`src/rtl/commit_store_queue_pkg.sv`:
```
// Shared definitions for the commit store queue.
// - Default geometry (depth, address and data widths).
// - FSM state encoding for the cache-write sequencer.
package commit_store_queue_pkg;

  localparam int SQ_DEPTH  = 4;
  localparam int SQ_ADDR_W = 32;
  localparam int SQ_DATA_W = 32;

  // Write sequencer states: IDLE waits for a queued entry, ISSUE raises the
  // one-cycle cache request, WAIT holds the head until the cache reports done.
  typedef logic [1:0] sq_state_t;
  localparam logic [1:0] SQ_IDLE  = 2'd0;
  localparam logic [1:0] SQ_ISSUE = 2'd1;
  localparam logic [1:0] SQ_WAIT  = 2'd2;

endpackage

```
`src/rtl/commit_store_queue_if.sv`:
```
// Bus bundle between the commit store queue and its neighbours.
// - enq*        : committed stores from the reorder buffer (enqReady back-pressure)
// - cacheWrite* : one-outstanding write port into the data cache
// - fwd*        : store-to-load forwarding lookup for the load unit
// - empty/count : occupancy status
// master = surrounding pipeline (ROB, cache, load unit); slave = the queue.
interface commit_store_queue_if
  import commit_store_queue_pkg::*;
#(
  parameter int DEPTH  = SQ_DEPTH,
  parameter int ADDR_W = SQ_ADDR_W,
  parameter int DATA_W = SQ_DATA_W
);

  localparam int CNT_W = $clog2(DEPTH) + 1;

  logic              enqValid;
  logic [ADDR_W-1:0] enqAddr;
  logic [DATA_W-1:0] enqData;
  logic              enqReady;

  logic              cacheWriteEnable;
  logic [ADDR_W-1:0] cacheWriteAddr;
  logic [DATA_W-1:0] cacheWriteData;
  logic              cacheWriteDone;

  logic [ADDR_W-1:0] fwdAddr;
  logic              fwdHit;
  logic [DATA_W-1:0] fwdData;

  logic              empty;
  logic [CNT_W-1:0]  count;

  modport master (
    output enqValid, enqAddr, enqData, cacheWriteDone, fwdAddr,
    input  enqReady, cacheWriteEnable, cacheWriteAddr, cacheWriteData,
           fwdHit, fwdData, empty, count
  );

  modport slave (
    input  enqValid, enqAddr, enqData, cacheWriteDone, fwdAddr,
    output enqReady, cacheWriteEnable, cacheWriteAddr, cacheWriteData,
           fwdHit, fwdData, empty, count
  );

endinterface

```
`src/rtl/commit_store_queue_sq_fwd_match.sv`:
```
// sq_fwd_match: youngest-match priority selector for store-to-load forwarding.
// Ports:
// - key        : load address to look up (full-width compare)
// - addr_ord   : entry addresses, index 0 = oldest (head), DEPTH-1 = youngest slot
// - data_ord   : entry data in the same age order
// - valid_ord  : per-slot valid in the same age order
// - hit / data : any valid match, and data of the youngest match (0 on miss)
module sq_fwd_match #(
  parameter int DEPTH  = 4,
  parameter int ADDR_W = 32,
  parameter int DATA_W = 32
) (
  input  logic [ADDR_W-1:0] key,
  input  logic [ADDR_W-1:0] addr_ord [DEPTH],
  input  logic [DATA_W-1:0] data_ord [DEPTH],
  input  logic [DEPTH-1:0]  valid_ord,
  output logic              hit,
  output logic [DATA_W-1:0] data
);

  // Scan oldest to youngest so a later (younger) match overrides earlier ones.
  always_comb begin
    hit  = 1'b0;
    data = '0;
    for (int k = 0; k < DEPTH; k++) begin
      if (valid_ord[k] && (addr_ord[k] == key)) begin
        hit  = 1'b1;
        data = data_ord[k];
      end
    end
  end

endmodule

```
`src/rtl/commit_store_queue.sv`:
```
// commit_store_queue: buffers retired stores and drains them in order to the
// data cache write port, with store-to-load forwarding from queued entries.
// Ports:
// - clock, reset : single clock, synchronous active-high reset
// - sq (slave)   : enq* from the ROB, cacheWrite* to the data cache,
//                  fwd* to the load unit, empty/count status
// Entries are architecturally committed; only reset discards them.
module commit_store_queue
  import commit_store_queue_pkg::*;
#(
  parameter int DEPTH     = SQ_DEPTH,
  parameter int ADDR_W    = SQ_ADDR_W,
  parameter int DATA_W    = SQ_DATA_W,
  parameter bit ASSERT_EN = 1'b1
) (
  input logic                 clock,
  input logic                 reset,
  commit_store_queue_if.slave sq
);

  localparam int PTR_W = $clog2(DEPTH);
  localparam int CNT_W = PTR_W + 1;

  logic [1:0]        state_reg, state_next;
  logic [PTR_W-1:0]  head_reg, tail_reg;
  logic [CNT_W-1:0]  count_reg, count_next;

  logic [ADDR_W-1:0] addr_mem [DEPTH];
  logic [DATA_W-1:0] data_mem [DEPTH];

  logic              full, enq_fire, deq_fire;

  assign full     = (count_reg == CNT_W'(DEPTH));
  assign enq_fire = sq.enqValid && !full;
  // Done is only meaningful while a write is outstanding.
  assign deq_fire = (state_reg == SQ_WAIT) && sq.cacheWriteDone;

  always_comb begin
    state_next = state_reg;
    case (state_reg)
      SQ_IDLE:  if (count_reg != '0) state_next = SQ_ISSUE;
      SQ_ISSUE: state_next = SQ_WAIT;
      SQ_WAIT:  if (sq.cacheWriteDone)
                  state_next = (count_reg > CNT_W'(1)) ? SQ_ISSUE : SQ_IDLE;
      default:  state_next = SQ_IDLE;
    endcase
  end

  // Simultaneous enqueue and dequeue leave the count unchanged.
  always_comb begin
    count_next = count_reg;
    case ({enq_fire, deq_fire})
      2'b10:   count_next = count_reg + CNT_W'(1);
      2'b01:   count_next = count_reg - CNT_W'(1);
      default: count_next = count_reg;
    endcase
  end

  always_ff @(posedge clock) begin
    if (reset) begin
      state_reg <= SQ_IDLE;
      head_reg  <= '0;
      tail_reg  <= '0;
      count_reg <= '0;
    end else begin
      state_reg <= state_next;
      count_reg <= count_next;
      if (enq_fire) tail_reg <= tail_reg + PTR_W'(1);
      if (deq_fire) head_reg <= head_reg + PTR_W'(1);
    end
  end

  // Entry storage needs no reset: validity is derived from head/count.
  always_ff @(posedge clock) begin
    if (!reset && enq_fire) begin
      addr_mem[tail_reg] <= sq.enqAddr;
      data_mem[tail_reg] <= sq.enqData;
    end
  end

  // Present entries to the matcher in age order (slot 0 = head).
  logic [ADDR_W-1:0] addr_ord [DEPTH];
  logic [DATA_W-1:0] data_ord [DEPTH];
  logic [DEPTH-1:0]  valid_ord;

  for (genvar gi = 0; gi < DEPTH; gi++) begin : g_order
    logic [PTR_W-1:0] slot;
    assign slot          = head_reg + PTR_W'(gi);
    assign addr_ord[gi]  = addr_mem[slot];
    assign data_ord[gi]  = data_mem[slot];
    assign valid_ord[gi] = (CNT_W'(gi) < count_reg);
  end

  sq_fwd_match #(
    .DEPTH  (DEPTH),
    .ADDR_W (ADDR_W),
    .DATA_W (DATA_W)
  ) u_fwd_match (
    .key       (sq.fwdAddr),
    .addr_ord  (addr_ord),
    .data_ord  (data_ord),
    .valid_ord (valid_ord),
    .hit       (sq.fwdHit),
    .data      (sq.fwdData)
  );

  // Head stays on the write port for the whole ISSUE/WAIT window.
  assign sq.enqReady         = !full;
  assign sq.cacheWriteEnable = (state_reg == SQ_ISSUE);
  assign sq.cacheWriteAddr   = (state_reg != SQ_IDLE) ? addr_mem[head_reg] : '0;
  assign sq.cacheWriteData   = (state_reg != SQ_IDLE) ? data_mem[head_reg] : '0;
  assign sq.empty            = (count_reg == '0) && (state_reg == SQ_IDLE);
  assign sq.count            = count_reg;

  // The ROB must not present a store while the queue is full.
  if (ASSERT_EN) begin : g_proto_chk
    assert property (@(posedge clock) disable iff (reset) !(sq.enqValid && full));
  end

endmodule
```
`src/flat_wrapper.sv`:
```
// flat-port wrapper written by rule: the top's interface ports become plain ports
module commit_store_queue_flat import commit_store_queue_pkg::*;
#(
  parameter int DEPTH     = SQ_DEPTH,
  parameter int ADDR_W    = SQ_ADDR_W,
  parameter int DATA_W    = SQ_DATA_W,
  parameter bit ASSERT_EN = 1'b1
)
  (clock, reset, sq_enqValid, sq_enqAddr, sq_enqData, sq_cacheWriteDone, sq_fwdAddr, sq_enqReady, sq_cacheWriteEnable, sq_cacheWriteAddr, sq_cacheWriteData, sq_fwdHit, sq_fwdData, sq_empty, sq_count);
  commit_store_queue_if #(.DEPTH(DEPTH), .ADDR_W(ADDR_W), .DATA_W(DATA_W)) sq_i ();
  input logic clock;
  input logic reset;
  input wire logic [$bits(sq_i.enqValid)-1:0] sq_enqValid;
  input wire logic [$bits(sq_i.enqAddr)-1:0] sq_enqAddr;
  input wire logic [$bits(sq_i.enqData)-1:0] sq_enqData;
  input wire logic [$bits(sq_i.cacheWriteDone)-1:0] sq_cacheWriteDone;
  input wire logic [$bits(sq_i.fwdAddr)-1:0] sq_fwdAddr;
  output wire logic [$bits(sq_i.enqReady)-1:0] sq_enqReady;
  output wire logic [$bits(sq_i.cacheWriteEnable)-1:0] sq_cacheWriteEnable;
  output wire logic [$bits(sq_i.cacheWriteAddr)-1:0] sq_cacheWriteAddr;
  output wire logic [$bits(sq_i.cacheWriteData)-1:0] sq_cacheWriteData;
  output wire logic [$bits(sq_i.fwdHit)-1:0] sq_fwdHit;
  output wire logic [$bits(sq_i.fwdData)-1:0] sq_fwdData;
  output wire logic [$bits(sq_i.empty)-1:0] sq_empty;
  output wire logic [$bits(sq_i.count)-1:0] sq_count;
  assign sq_i.enqValid = sq_enqValid;
  assign sq_i.enqAddr = sq_enqAddr;
  assign sq_i.enqData = sq_enqData;
  assign sq_i.cacheWriteDone = sq_cacheWriteDone;
  assign sq_i.fwdAddr = sq_fwdAddr;
  assign sq_enqReady = sq_i.enqReady;
  assign sq_cacheWriteEnable = sq_i.cacheWriteEnable;
  assign sq_cacheWriteAddr = sq_i.cacheWriteAddr;
  assign sq_cacheWriteData = sq_i.cacheWriteData;
  assign sq_fwdHit = sq_i.fwdHit;
  assign sq_fwdData = sq_i.fwdData;
  assign sq_empty = sq_i.empty;
  assign sq_count = sq_i.count;
  commit_store_queue #(.DEPTH(DEPTH), .ADDR_W(ADDR_W), .DATA_W(DATA_W), .ASSERT_EN(ASSERT_EN)) u_core (.clock(clock), .reset(reset), .sq(sq_i));
endmodule
```
`config.mk`:
```
export PLATFORM = sky130hd
export DESIGN_NAME = commit_store_queue_flat
export DESIGN_NICKNAME = d
export VERILOG_FILES = /design/src/rtl/commit_store_queue_pkg.sv /design/src/rtl/commit_store_queue_if.sv /design/src/rtl/commit_store_queue_sq_fwd_match.sv /design/src/rtl/commit_store_queue.sv /design/src/flat_wrapper.sv
export SDC_FILE = /design/constraint.sdc
export NUM_CORES = 1
export LEC_CHECK = 0
export CORE_ASPECT_RATIO = 2
export CORE_MARGIN = 10
export CORE_UTILIZATION = 41
export DETAILED_ROUTE_END_ITERATION = 7
export PLACE_DENSITY_LB_ADDON = 0.3
export SKIP_CTS_REPAIR_TIMING = 1
export SLEW_MARGIN = 30
export SYNTH_ARGS = -nofsm -noshare
export SYNTH_HDL_FRONTEND = slang
export SYNTH_SLANG_ARGS = --single-unit
```
`constraint.sdc`:
```
create_clock -name clock -period 4.6 [get_ports clock]
set_input_delay 0.92 -clock clock [delete_from_list [all_inputs] [get_ports clock]]
set_output_delay 0.92 -clock clock [all_outputs]
set_load 0.01 [all_outputs]
```
==> results.sh, run 1 <==
export IMPL_r2r_cells=7
export IMPL_root_buffer="clkbuf_16"
export IMPL_cpPeakStageDelay_ns=0.55
export IMPL_finalInstanceArea_um2=23820
export IMPL_grt_first_pass_wirelength_um=91200
export IMPL_dieArea_um2=53140
export IMPL_p_leak_nw=7.720
export IMPL_drc=0
export IMPL_crit_required_ns=3.68
export IMPL_synth_cell_types=65
export IMPL_synth_seq_area_share=0.4398
export IMPL_synth_edff_count=256
export IMPL_layout_common_cells="256 x edfxtp_1, 220 x buf_4, 169 x clkdlybuf4s50_1"
export IMPL_crit_cells=12
export IMPL_cts_tree="yes"
export IMPL_violations="negative setup slack"
export IMPL_endpoint="sq_fwdData[22]"
export IMPL_fin_ws_ns=-0.2840
export IMPL_worst_slew_pin_slew_ns=0.8287
export IMPL_finish_utilization=0.5491
export IMPL_portBuffers=202
export IMPL_max_freq_mhz=204.8
export IMPL_clk_pin_slew_ns=0.07
export IMPL_drt_iter0_drc=1125
export IMPL_final_period_utilization=1.062
export IMPL_critPathKind="flip-flop to primary output"
export IMPL_area_delta_synth_final_pct=32.46
export IMPL_clockBufferDepth=3
export IMPL_relSlewSlack=0.4462
export IMPL_ys_warn_count=0
export IMPL_timing_rr_end="u_core.data_mem[0][29]"
export IMPL_row_count=108
export IMPL_status="finished with violations"
export IMPL_drive_gt1_frac=0.3505
export IMPL_start_kind="flip-flop"
export IMPL_synth_seq_cells=267
export IMPL_grt_usage=0.2238
export IMPL_core_um2=43380
export IMPL_finalSetupTns_ns=-6.817
export IMPL_hold_path_class="flip-flop to flip-flop"
export IMPL_pin_count=203
export IMPL_rsz0062_at_grt="true"
export IMPL_cts_buffers=26
export IMPL_layout_nets=1839
export IMPL_reg2reg_from="u_core.sq.count[0]"
export IMPL_critPathTopFamily="simple AND/OR/NAND/NOR gates"
export IMPL_grt_pass1_vias=14540
export IMPL_fin_skew_ns=0.01040
export IMPL_min_period_ns=4.884
export IMPL_r2r_slack_ns=1.89
export IMPL_antenna_found_initial=3
export IMPL_drv_slew=0
export IMPL_die_w_um=168.1
export IMPL_crit_buf_inv=5
export IMPL_drv_cap=0
export IMPL_wire_per_inst_um=27.66
export IMPL_placed_area_um2=22130
export IMPL_clock_sinks=267
export IMPL_wirelength_um=63640
export IMPL_synth_ff_type="edfxtp_1"
export IMPL_grt_max_degree=90
export IMPL_setup_viol=33
export IMPL_place_gp_congestion=1.042
export IMPL_cp_data_arrival_time_ns=3.96
export IMPL_async_reset_ff_frac=0
export IMPL_synth_net_count=1456
export IMPL_overflow=0
export IMPL_cpMostUsedCell="buf_12"
export IMPL_final_common_cell="edfxtp_1"
export IMPL_syn_avg_cell_area_um2=13.35
export IMPL_finalHoldViolCount=0
export IMPL_dr_total_vias=14030
export IMPL_ir_worst_vdd_mv=0.3663
export IMPL_syn_cell_area_um2=17980
export IMPL_power_density_nw_per_um2=276.1
export IMPL_fin_hold_ws_ns=0.5154
export IMPL_firstDrtPassIters=5
export IMPL_finalNonFillerCells=2301
export IMPL_syn_inst=1347
export IMPL_drtAntennaViolNets=0
export IMPL_pre_cts_ws_ns=-0.6045
export IMPL_start_util=0.4145
export IMPL_clk_latency_ns=0.55
export IMPL_h_tree_depth=1
export IMPL_slowest_stage="mux4_2"
export IMPL_routed_via_density=6.096
export IMPL_fillCellCount=3639
export IMPL_cp_max_fo=9
export IMPL_placed_cells=2203
export IMPL_path_cells="buf_12 > mux4_2 > xnor2_1 > nand4_1 > or4_4 > nor4_4 > buf_6 > buf_12 > buf_4 > o211ai_1 > a32oi_1 > clkbuf_2"
export IMPL_dp_hpwl_um=46240
export IMPL_power_total_mw=6.577
export IMPL_die_height_um=316.2
export IMPL_endpoint_kind="primary output"
-- report_power, final --
group	total [mW]	leakage [nW]	internal (mW)	switching, mW
Clock	2.16	0.409	1.19	0.964
Sequential	2.81	2.42	2.75	0.0636
Combinational	1.60	4.89	0.812	0.793
-- synth_stat cells, drive strengths merged (34+ instances only) --
cell type  number  area, µm²
a211o          34      297.8
xnor2          78      683.2
o21ai          41      205.2
edfxtp        256       7687
xor2           34      297.8
nand3          37      185.2
nor2           62      232.7
mux2           42      476.7
mux2i         107       1071
nor2b          61      381.6
buf            72      498.0
clkbuf         62      234.0
o211ai         35      262.8
mux4          154       3468
nand2          51      191.4
-- per-layer routing --
layer  global-route usage  up-vias  routed length [µm]
met3              0.03285      166                3307
li1                     -     6186                   -
met4               0.1406        2                4434
met1               0.2265     7077               21130
met2               0.4185      597               34760
met5                    0        -                  12
-- cell families (layout without fill, tap and decap cells) --
group,Yosys count,after routing,share of synthesized area
multiplexers,303,303,0.2790
AND/OR/NAND/NOR,270,270,0.07842
buffers and inverters,146,548,0.04321
AO/OA/AOI/OAI,240,240,0.09881
XOR/XNOR,112,112,0.05455
other,0,2,0
flip-flops,267,267,0.4398
adder cells (fa/ha/maj),9,9,0.006263
-- layout make-up --
type / instances / area, µm² / area share
inverters: 12 / 45.04 / 0.001891
repair buffers: 489 / 4671 / 0.1961
diodes: 2 / 5.005 / 0.0002101
well taps: 550 / 688.2 / 0.02889
clock buffers: 28 / 679.4 / 0.02852
flip-flops and latches: 267 / 7923 / 0.3326
multi-input cells: 934 / 9629 / 0.4043
clock inverters: 19 / 177.7 / 0.007460
-- worst register-to-register path: cells and delay by family (launching register included) --
| kind | cells | cell delay, ns |
|---|---|---|
| simple gates | 4 | 1.12 |
| buf+inv | 2 | 0.55 |
| flops | 1 | 0.46 |
| fa+ha+maj | 1 | 0.24 |
-- how the worst min path moves through the flow --
stage,endpoint,cells past startpoint,from
after floorplan,u_core.state_reg[0],1,u_core.state_reg[0]
after global placement,u_core.tail_reg[1],2,u_core.tail_reg[1]
after detailed placement,u_core.tail_reg[1],2,u_core.tail_reg[1]
after CTS,u_core.tail_reg[1],2,u_core.tail_reg[1]
after global routing,u_core.tail_reg[1],2,u_core.tail_reg[1]
final,u_core.tail_reg[1],2,u_core.tail_reg[1]
Note: power is estimated with default switching activity, not from simulation.
==> run 2, diff against run 1 <==
- SYNTH_HIERARCHICAL: unset -> 1
==> run 2 against run 1 <==
  * Clock skew is 0.0061 ns higher
  * Sequential power hardly changed
  * Sequential share of layout area up 1.1 points
  * Via count decreased by 8.0%
  * Clock power down 9%
  * Design area shrank 3.3%
  * Hold slack worse by 0.0091 ns
  * The run still ends with negative setup slack left
==> results.sh, run 2 <==
export IMPL_status="finished with violations"
export IMPL_violations="negative setup slack"
export IMPL_relSlewSlack=0.4812
export IMPL_p_switching_mw=2.099
export IMPL_layout_common_cells="256 x mux4_2, 256 x edfxtp_1, 169 x clkdlybuf4s50_1"
export IMPL_drive_gt1_frac=0.3860
export IMPL_die_height_um=315.5
export IMPL_drtAntennaViolNets=0
export IMPL_clock_sinks=267
export IMPL_synth_top_area_frac=0.4295
export IMPL_dp_hpwl_um=42510
export IMPL_fin_ws_ns=-0.2099
export IMPL_p_comb_frac=0.321
export IMPL_wire_per_inst_um=28.82
export IMPL_synth_top_family_by_area="multiplexers"
export IMPL_placed_cells=1981
export IMPL_ys_warn_count=6
export IMPL_row_count=108
export IMPL_synth_largest_area_cell="edfxtp_1"
export IMPL_synthTopCellsByArea="edfxtp_1 43%, mux4_2 32%, xnor2_1 4.3%"
export IMPL_pre_cts_ws_ns=-0.4021
export IMPL_yosys_area_share_simple=0.08116
export IMPL_cts_tree="yes"
export IMPL_synth_xor_area_share=0.06459
export IMPL_crit_buf_inv=5
export IMPL_dieArea_um2=52920
export IMPL_p_seq_frac=0.400
export IMPL_synth_seq_cells=267
export IMPL_drt_iter0_drc=1056
export IMPL_layout_nets=1618
export IMPL_finalInstanceArea_um2=23030
export IMPL_setup_viol=32
export IMPL_critPathTopFamily="buffers and inverters"
export IMPL_syn_avg_cell_area_um2=15.10
export IMPL_firstDrtPassIters=5
export IMPL_synth_edff_count=256
export IMPL_clockBufferDepth=3
export IMPL_cp_max_fo=13
export IMPL_syn_inst=1185
export IMPL_grt_pass1_vias=13340
export IMPL_portBuffers=202
export IMPL_core_um2=43240
export IMPL_synth_mux_area_frac=0.3227
export IMPL_clk_latency_ns=0.56
export IMPL_worst_slew_pin_slew_ns=0.7782
export IMPL_start_kind="flip-flop"
export IMPL_finalNonFillerCells=2083
export IMPL_cpPeakStageDelay_ns=0.56
export IMPL_synth_ff_type="edfxtp_1"
export IMPL_intPower_mw=4.976
export IMPL_overflow=0
export IMPL_crit_required_ns=3.68
export IMPL_drv_slew=0
export IMPL_cpMostUsedCell="buf_12"
export IMPL_min_period_ns=4.810
export IMPL_switching_share=0.2967
export IMPL_pin_count=203
export IMPL_max_freq_mhz=207.9
export IMPL_dr_total_vias=12910
export IMPL_rsz0062_at_grt="true"
export IMPL_grt_usage=0.2086
export IMPL_grt_max_degree=66
export IMPL_syn_cell_area_um2=17900
export IMPL_grt_first_pass_wirelength_um=83900
export IMPL_fin_skew_ns=0.01655
export IMPL_placed_area_um2=21520
export IMPL_slowest_stage="mux4_2"
export IMPL_start_util=0.4139
export IMPL_place_gp_congestion=0.9096
export IMPL_path_cells="buf_12 > mux4_2 > xnor2_2 > nand4_1 > nor4_1 > buf_4 > nand4_1 > buf_12 > buf_12 > o311a_1 > o21ai_2 > buf_2"
export IMPL_area_delta_synth_final_pct=28.68
export IMPL_die_w_um=167.7
export IMPL_synth_cell_types=41
export IMPL_synth_seq_area_share=0.4418
export IMPL_cp_data_arrival_time_ns=3.89
export IMPL_synth_compound_area_frac=0.03999
export IMPL_hold_path_class="flip-flop to flip-flop"
export IMPL_finalHoldViolCount=0
export IMPL_clkPwrFrac=0.279
export IMPL_clk_pin_slew_ns=0.07
export IMPL_drv_cap=0
export IMPL_antenna_found_initial=7
export IMPL_synth_net_count=1294
export IMPL_root_buffer="clkbuf_16"
export IMPL_endpoint_kind="primary output"
export IMPL_synth_top_cells_by_count="256 x edfxtp_1, 256 x mux4_2, 87 x xnor2_1, 65 x nor2b_1, 53 x nand4_1"
export IMPL_h_tree_depth=1
export IMPL_wirelength_um=60030
export IMPL_ir_worst_vdd_mv=0.3454
export IMPL_drc=0
export IMPL_p_leak_nw=7.443
export IMPL_cts_buffers=25
export IMPL_critPathKind="flip-flop to primary output"
export IMPL_synth_fa_ha_area_frac=0.006292
export IMPL_async_reset_ff_frac=0
export IMPL_power_density_nw_per_um2=307.2
export IMPL_final_period_utilization=1.046
export IMPL_r2r_slack_ns=1.65
export IMPL_routed_via_density=6.198
[run 2: layout make-up]
class / count / area, µm²
multi-input cells: 773 / 9480
clock buffers: 26 / 629.4
flip-flops and latches: 267 / 7923
well taps: 550 / 688.2
clock inverters: 18 / 138.9
inverters: 38 / 142.6
repair buffers: 404 / 4013
fillers: 3637 / 20210
diodes: 7 / 17.52
[run 2: power by group through the flow]
stage | registers, mW | clock network (mW) | logic (mW)
2_1_floorplan | 2.85 | 0 | 1.11
3_3_place_gp | 2.87 | 0 | 2.14
3_5_place_dp | 2.88 | 0 | 2.17
4_1_cts | 2.83 | 2.02 | 2.18
5_1_grt | 2.84 | 2.11 | 2.39
6_report | 2.83 | 1.97 | 2.27
[run 2: path summary, 6_finish.rpt]
check,from,to,cells past startpoint
worst max-delay path,flip-flop,sq_fwdData[9],12
worst min-delay path,u_core/tail_reg[1],u_core/tail_reg[1],2
worst max register to register,u_core/sq.count[0],u_core/data_mem[3][15],7
worst min register to register,u_core/tail_reg[1],u_core/tail_reg[1],2
[run 2: cells by family (layout without fill, tap and decap cells)]
group,after synthesis,in the layout
AO/OA/AOI/OAI,107,107
XOR/XNOR,132,132
adder cells (fa/ha/maj),9,9
buffers and inverters,145,486
flip-flops,267,267
multiplexers,257,257
other,0,7
AND/OR/NAND/NOR,268,268
[run 2: layer usage]
| metal | GRT usage | up-vias | share of wire |
|---|---|---|---|
| met4 | 0.1180 | 2 | 0.070 |
| met1 | 0.2053 | 6675 | 0.31 |
| met5 | 0 | - | 0.00022 |
| li1 | - | 5496 | - |
| met2 | 0.4047 | 589 | 0.56 |
| met3 | 0.02710 | 149 | 0.058 |
[run 2: through the flow]
step           power, mW  hold WS (ns)  TNS (ns)    util
2_1_floorplan      3.961        0.4658         0       -
3_3_place_gp       5.016        0.4767    -5.727  0.4975
3_5_place_dp       5.047        0.4906    -7.673  0.4976
4_1_cts            7.018        0.5003    -17.39  0.5154
5_1_grt            7.344        0.5235    -7.017  0.5326
6_report           7.075        0.5063    -4.230  0.5326
[run 2: worst reg2reg max path: cells and delay by family, from the launching register on]
kind	cells	cell delay [ns]
simple gates	2	0.83
fa+ha+maj	1	0.26
flops	1	0.49
compound gates	1	0.35
buf+inv	3	0.61
